--- config.mk ---
export PLATFORM = sky130hd
export DESIGN_NAME = store_bram_w_b_i
export DESIGN_NICKNAME = d
export VERILOG_FILES = /design/src/rtl/store_bram_w_b_i.sv
export SDC_FILE = /design/constraint.sdc
export NUM_CORES = 1
export LEC_CHECK = 0
export BUFFER_PORTS_ARGS = -buffer_cell sky130_fd_sc_hd__buf_2
export CAP_MARGIN = 15
export CORE_AREA = 2 2 212 214
export DETAILED_ROUTE_END_ITERATION = 6
export DIE_AREA = 0 0 214 216
export PLACE_DENSITY = 0.52
export SYNTH_ARGS = -nofsm -noshare
export SYNTH_HDL_FRONTEND = slang
export SYNTH_SLANG_ARGS = --single-unit
--- constraint.sdc ---
create_clock -name clk -period 3.4 [get_ports clk]
set_input_delay 0.34 -clock clk [delete_from_list [all_inputs] [get_ports clk]]
set_output_delay 0.34 -clock clk [all_outputs]
set_load 0.01 [all_outputs]
--- src/rtl/store_bram_w_b_i.sv ---
// -----------------------------------------------------------------------------
// store_bram_w_b_i
// Streams one tile of result words into BRAM port B. A tile is 32 or 512 words
// and lands at base + offset, where base selects a buffer region
// (Buffer_Select * BUF_STRIDE). The offset runs on from tile to tile, so
// consecutive tiles pack contiguously. It wraps inside the region and is
// cleared only by reset_addr_counter while idle, or by rst_n.
//
// Ports
//   clk, rst_n          clock, asynchronous active-low reset
//   start_store         one-cycle request to store a tile (honoured in IDLE)
//   reset_addr_counter  clear running offset (honoured in IDLE)
//   Buffer_Select[2:0]  target region, latched at start
//   Tiles_Control       1: 32-word tile, 0: 512-word tile, latched at start
//   in_valid/in_data    result word stream; in_ready marks acceptance
//   enb/web/addrb/dinb  BRAM port-B write, one cycle after acceptance
//   store_done          one-cycle pulse alongside the final write
//   busy                high while not IDLE
// -----------------------------------------------------------------------------
module store_bram_w_b_i #(
   parameter int ADDR_WIDTH = 16,
   parameter int DATA_WIDTH = 256,
   parameter int BUF_STRIDE = 2048
) (
   input  logic                  clk,
   input  logic                  rst_n,
   input  logic                  start_store,
   input  logic                  reset_addr_counter,
   input  logic [2:0]            Buffer_Select,
   input  logic                  Tiles_Control,
   input  logic                  in_valid,
   input  logic [DATA_WIDTH-1:0] in_data,
   output logic                  in_ready,
   output logic                  enb,
   output logic                  web,
   output logic [ADDR_WIDTH-1:0] addrb,
   output logic [DATA_WIDTH-1:0] dinb,
   output logic                  store_done,
   output logic                  busy
);

   localparam int OFF_W = $clog2(BUF_STRIDE);

   typedef enum logic [1:0] {IDLE, STORE, DONE} state_t;

   state_t                  state_q;
   logic [OFF_W-1:0]        offset_q;   // wraps naturally at BUF_STRIDE
   logic [ADDR_WIDTH-1:0]   base_q;
   logic                    tiles_q;
   logic [8:0]              beat_q;
   logic                    in_ready_q, enb_q, web_q, store_done_q, busy_q;
   logic [ADDR_WIDTH-1:0]   addrb_q;
   logic [DATA_WIDTH-1:0]   dinb_q;

   logic last_beat;
   assign last_beat = tiles_q ? (beat_q == 9'd31) : (beat_q == 9'd511);

   always_ff @(posedge clk or negedge rst_n) begin
      if (!rst_n) begin
         state_q      <= IDLE;
         offset_q     <= '0;
         base_q       <= '0;
         tiles_q      <= 1'b0;
         beat_q       <= '0;
         in_ready_q   <= 1'b0;
         enb_q        <= 1'b0;
         web_q        <= 1'b0;
         store_done_q <= 1'b0;
         busy_q       <= 1'b0;
         addrb_q      <= '0;
         dinb_q       <= '0;
      end else begin
         // Write strobes and done are pulses; addrb/dinb hold between writes.
         enb_q        <= 1'b0;
         web_q        <= 1'b0;
         store_done_q <= 1'b0;
         case (state_q)
            IDLE: begin
               if (reset_addr_counter) offset_q <= '0;
               if (start_store) begin
                  state_q    <= STORE;
                  base_q     <= ADDR_WIDTH'({Buffer_Select, {OFF_W{1'b0}}});
                  tiles_q    <= Tiles_Control;
                  beat_q     <= '0;
                  in_ready_q <= 1'b1;
                  busy_q     <= 1'b1;
               end
            end
            STORE: begin
               // in_ready_q is high throughout STORE, so in_valid alone accepts.
               if (in_valid) begin
                  enb_q    <= 1'b1;
                  web_q    <= 1'b1;
                  dinb_q   <= in_data;
                  addrb_q  <= base_q + ADDR_WIDTH'(offset_q);
                  offset_q <= offset_q + OFF_W'(1);
                  beat_q   <= beat_q + 9'd1;
                  if (last_beat) begin
                     state_q      <= DONE;
                     in_ready_q   <= 1'b0;
                     store_done_q <= 1'b1;  // coincides with the final write
                  end
               end
            end
            DONE: begin
               state_q <= IDLE;
               busy_q  <= 1'b0;
            end
            default: state_q <= IDLE;
         endcase
      end
   end

   assign in_ready   = in_ready_q;
   assign enb        = enb_q;
   assign web        = web_q;
   assign addrb      = addrb_q;
   assign dinb       = dinb_q;
   assign store_done = store_done_q;
   assign busy       = busy_q;

endmodule
Yosys cells after proc, flatten, opt, wreduce, memory -nomap -nowiden
Cells that the tools add are included.
W data, S select, Z words.
{"block": "classes", "n_eq_ne": 8, "n_mux": 21, "addsub": 3, "reduce_logical": 10}
{"operator": "$mux W11", "n": 2}
{"operator": "$pmux W11 S2", "n": 1}
{"operator": "$mux W9", "n": 2}
{"operator": "$pmux W9 S2", "n": 1}
{"operator": "$add A14 B11 Y15", "n": 1}
{"operator": "$add A11 B1 Y11 const B", "n": 1}
{"operator": "$add A9 B1 Y9 const B", "n": 1}
{"operator": "$eq A9 B5 Y1 const B", "n": 1}
{"operator": "$eq A9 B9 Y1 const B", "n": 1}
{"operator": "$mux W1", "n": 9}
{"operator": "$reduce_and A3 Y1", "n": 3}
{"operator": "$ne A2 B2 Y1 const B", "n": 4}
{"operator": "$mux W2", "n": 3}
{"operator": "$reduce_and A2 Y1", "n": 3}
{"operator": "$pmux W1 S2", "n": 2}
{"operator": "$pmux W2 S2", "n": 1}
{"operator": "$reduce_and A4 Y1", "n": 1}
{"operator": "$reduce_bool A2 Y1", "n": 2}
{"operator": "$eq A2 B1 Y1 const B", "n": 1}
{"operator": "$eq A2 B2 Y1 const B", "n": 1}
{"operator": "$logic_not A2 Y1", "n": 1}
{"block": "word_totals", "reg_bits": 302, "wordCells": 53}

Logic depth before layout (Yosys ltp)
{"block": "depth", "depth_word": 5, "depth_mapped": 7}

Least setup slack after synthesis
No wires, ideal clock.
{"block": "synth_timing", "kind": "flip-flop to flip-flop", "startpoint": "register state_q[0]", "endpoint": "register offset_q[10]", "slack_ps": 1704, "required_time_ps": 3322, "setup_ps": 78, "arrival_time_ps": 1618, "synth_period_minus_slack_ps": 1696, "stages_incl_launch_ff": 6, "cell_sequence": "dfrtp_1 -> buf_4 -> mux2i_2 -> or3_1 -> or4b_1 -> a21oi_1"}
{"block": "synth_via", "elab_chain_len": 3, "elab_cells_between_ends": 7}
{"element": "start, declared", "line_no": "46", "source": "state_t state_q;"}
{"element": "start signal, assigned", "line_no": "60", "source": "state_q <= IDLE;"}
{"element": "start signal, assigned", "line_no": "81", "source": "state_q <= STORE;"}
{"element": "start signal, assigned", "line_no": "99", "source": "state_q <= DONE;"}
{"element": "$eq A2 B1 Y1 or $logic_not A2 Y1 (tied branches)", "line_no": "77", "source": "case (state_q)"}
{"element": "$ne A2 B2 Y1 (no source line) or $reduce_bool A2 Y1 (tied branches)"}
{"element": "$reduce_and A3 Y1 (no source line)"}
{"element": "end signal, assigned", "line_no": "96", "source": "offset_q <= offset_q + OFF_W'(1);"}
{"element": "end, declared", "line_no": "47", "source": "logic [OFF_W-1:0] offset_q;"}
Parallel ways exist; a longest one is shown, timed or not.
A chain may end at the register's enable or synchronous reset.

Worst setup path after layout
{"block": "layout_timing", "startpoint": "register state_q[0]", "endpoint": "register dinb_q[68] (netlist: dinb[68])"}
{"block": "layout_via", "elab_chain_len": 2}
{"element": "$eq A2 B1 Y1", "line_no": "77"}
{"element": "$reduce_and A2 Y1 (no source line)"}
{"element": "end signal, assigned", "line_no": "94", "source": "dinb_q <= in_data;"}
{"element": "end, declared", "line_no": "53", "source": "logic [DATA_WIDTH-1:0] dinb_q;"}
Every way passes these cells.

==> results.cfg <==
[routing]
wl_um = 38400
ant_nets = 0
drc_errors = 0
wl_per_cell_um = 14.5
firstDrtPassIters = 7
drt-vias-per-instance = 4.20
vias = 11100
drt_iter0_markers = 578

[worst_setup_path]
ff2ff_setup_slack_ns = 1.15
cp_slowest_cell = inv_8
r2r.worst_path.cells = 5
r2r-start = state_q[0]
start_kind = flip-flop
crit_path_frequent_cell = nand2_1
cp_num_buf_inv = 2
max_stage_delay_ns = 0.60
crit_chain = nand3_4, inv_8, buf_4, nand2_1, nand2_1
cp.required_ns = 3.86
path_delay_family = buffers and inverters
crit_type = flip-flop to flip-flop
worstPathArrival_ns = 2.70
cp.depth = 5
rr_endpoint = dinb[68]
end_kind = flip-flop
critPathMaxFanout = 83

[cts]
htree_levels = 2
cts_tree = done
cts_max_path_buffers = 3
insertion_delay_ns = 0.52
clkSinkCount = 300
root_buffer = clkbuf_16
post_cts_buffers = 0
cts_buffers = 35
clk_pin_slew_ns = 0.06

[floorplan]
dieArea_um2 = 46200
num_io_pins = 542
start_util_pct = 26.1
std_cell_rows = 77
core-area_um2 = 43800
die_w_um = 214
fp.dieH_um = 216

[grt]
grt_overflow = 0
grt_pass1_wl_um = 61400
grt_use_total_pct = 16.4
antenna_found_initial = 1
grt_pass1_vias = 11500
grt_max_degree = 144

[cells_and_area]
multi_input_area_um2 = 3690
areaGrowthSynthToFinish_pct = 59.0
antennaDiodeCount = 0
final_common_cell = nand2_1
finalNetCount = 2291
fillers = 4277
final_cell_mix = 817 x nand2_1, 538 x buf_2, 300 x dfrtp_1, 224 x dlygate4sd3_1, 37 x clkbuf_16
drive_gt1_share_pct = 29.9
seqCellArea_um2 = 7510

[min_path]
holdPathStages = 3
hold_path_class = primary input to flip-flop
min_to = dinb[237]
min_from = in_data[237]

[sta]
finalClockSkew_ns = 0.00687
max_slew.worst_pin.slew_ns = 1.05
drv_slew = 0
fin_crit_ns = 2.25
finalWorstSetupSlack_ns = 1.15
finalSetupViolCount = 0
clock.fmax_mhz = 445
finalHoldViolations = 0
fin_crit_sh_pct = 66.0
slew_headroom_pct = 30.1
setup_tns_ns = 0
rsz0062_at_grt = no

[logic_synthesis]
synth_seq_cells = 300
yosysWarningCount = 0
yosys.cell_types.count = 33
synth_edf_count = 0
syn_avg_cell_area_um2 = 8.96
synth_ff_type = dfrtp_1
syn_area_um2 = 11500
yosysSeqAreaShare_pct = 65.5
syn_inst = 1279
async_flop_share_pct = 100

[pwr]
seqPwrFrac_pct = 43.6
p_int_mw = 7.20
p_comb_share_pct = 20.1
switching_power_mw = 2.93
ir_worst_vdd_uv = 355
cellPowerDensity_nw_per_um2 = 556
clkPwrFrac_pct = 36.3
power_leakage_nw = 10.1
swShare_pct = 28.9

[placed_design]
gp_congestion = 0.923
preCtsSetupSlack_ns = 1.10
hpwl_um = 25600
io_buffer_count = 539

[run_status]
status = completed

[job]
maxCapViolations = 0
==> worst max-delay path by stage <==
stage	start	endpoint	slack, ns
after floorplan	state_q[0]	offset_q[10]	1.70
after global placement	state_q[0]	dinb[64]	1.15
after detailed placement	state_q[0]	dinb[68]	1.10
after CTS	state_q[0]	dinb[68]	1.10
after global routing	state_q[0]	dinb[68]	0.90
final	state_q[0]	dinb[68]	1.15
==> metrics by stage <==
| step | cell area [um^2] | total power [mW] | std cells | hold slack (ns) | util (%) |
|---|---|---|---|---|---|
| 3_3_place_gp | 14900 | 6.30 | 2355 | 0.407 | 33.9 |
| 3_5_place_dp | 14900 | 6.32 | 2355 | 0.408 | 33.9 |
| 4_1_cts | 18200 | 10.3 | 2638 | 0.000271 | 41.6 |
| 6_report | 18200 | 10.1 | 2638 | 0.0302 | 41.6 |
| 2_1_floorplan | 11500 | 5.32 | 1280 | 0.0444 | - |
| 5_1_grt | 18200 | 10.7 | 2638 | 0.0113 | 41.6 |
==> state kept, by name, summed over array words and instances (netlist names) <==
register / count
web: 1
addrb: 14
offset_q: 11
dinb: 256
busy: 1
in_ready: 1
base_q: 3
tiles_q: 1
beat_q: 9
state_q: 2
store_done: 1
==> synth_stat cells (all sizes together) (3+ instances only) <==
| library cell | number | area, um^2 |
|---|---|---|
| mux2 | 5 | 56.3 |
| buf | 11 | 56.3 |
| xnor2 | 8 | 70.1 |
| o21ai | 10 | 50.1 |
| dfrtp | 300 | 7510 |
| nand4 | 3 | 18.8 |
| xor2 | 3 | 26.3 |
| nor4 | 4 | 25.0 |
| nand2 | 817 | 3070 |
| nand3 | 8 | 40.0 |
| or3 | 5 | 31.3 |
| a21oi | 7 | 35.0 |
| clkbuf | 57 | 214 |
| inv | 3 | 11.3 |
| nor2 | 13 | 48.8 |
| nor3 | 4 | 20.0 |
| nor4b | 3 | 26.3 |
==> power groups by stage <==
stage	combinational, mW	clock (mW)	sequential, mW
floorplan	0.647	0	4.67
global placement	1.84	0	4.46
detailed placement	1.85	0	4.47
CTS	2.06	3.83	4.42
global route	2.26	3.97	4.49
finish	2.03	3.68	4.42
==> worst min-delay path: stages <==
cell     delay (ns)
buf_2          0.09
nand2_1        0.04
nand2_1        0.04
==> routing by layer <==
metal  global-route usage, %  vias up  share of wire [%]
met5                       0        -              0.034
met4                    6.85        2                3.7
met3                    4.76       84                7.6
met2                    27.6      428                 48
met1                    19.7     5184                 41
li1                        -     5386                  -
==> repair_timing <==
item	4_1_cts	5_1_grt
gates resized for setup	0	0
hold endpoints to repair	302	0
hold buffers	224	0
==> final cells by class <==
cell class              instances  share of cell area [%]
clock buffers                  56                    6.08
clock inverters                 3                   0.103
inverters                       3                   0.103
multi-input cells             909                    20.2
flip-flops and latches        300                    41.2
well taps                     592                    4.07
repair buffers                775                    28.2
==> kinds of logic after synthesis <==
kind of cell | after synthesis | share of synthesized area [%]
XOR/XNOR | 11 | 0.841
AND/OR/NAND/NOR | 868 | 29.3
buffers and inverters | 71 | 2.46
multiplexers | 7 | 0.699
adder cells (fa/ha/maj) | 2 | 0.218
flip-flops | 300 | 65.5
other | 1 | 0.0327
AO/OA/AOI/OAI | 19 | 0.895
(Power assumes the default switching activity.)
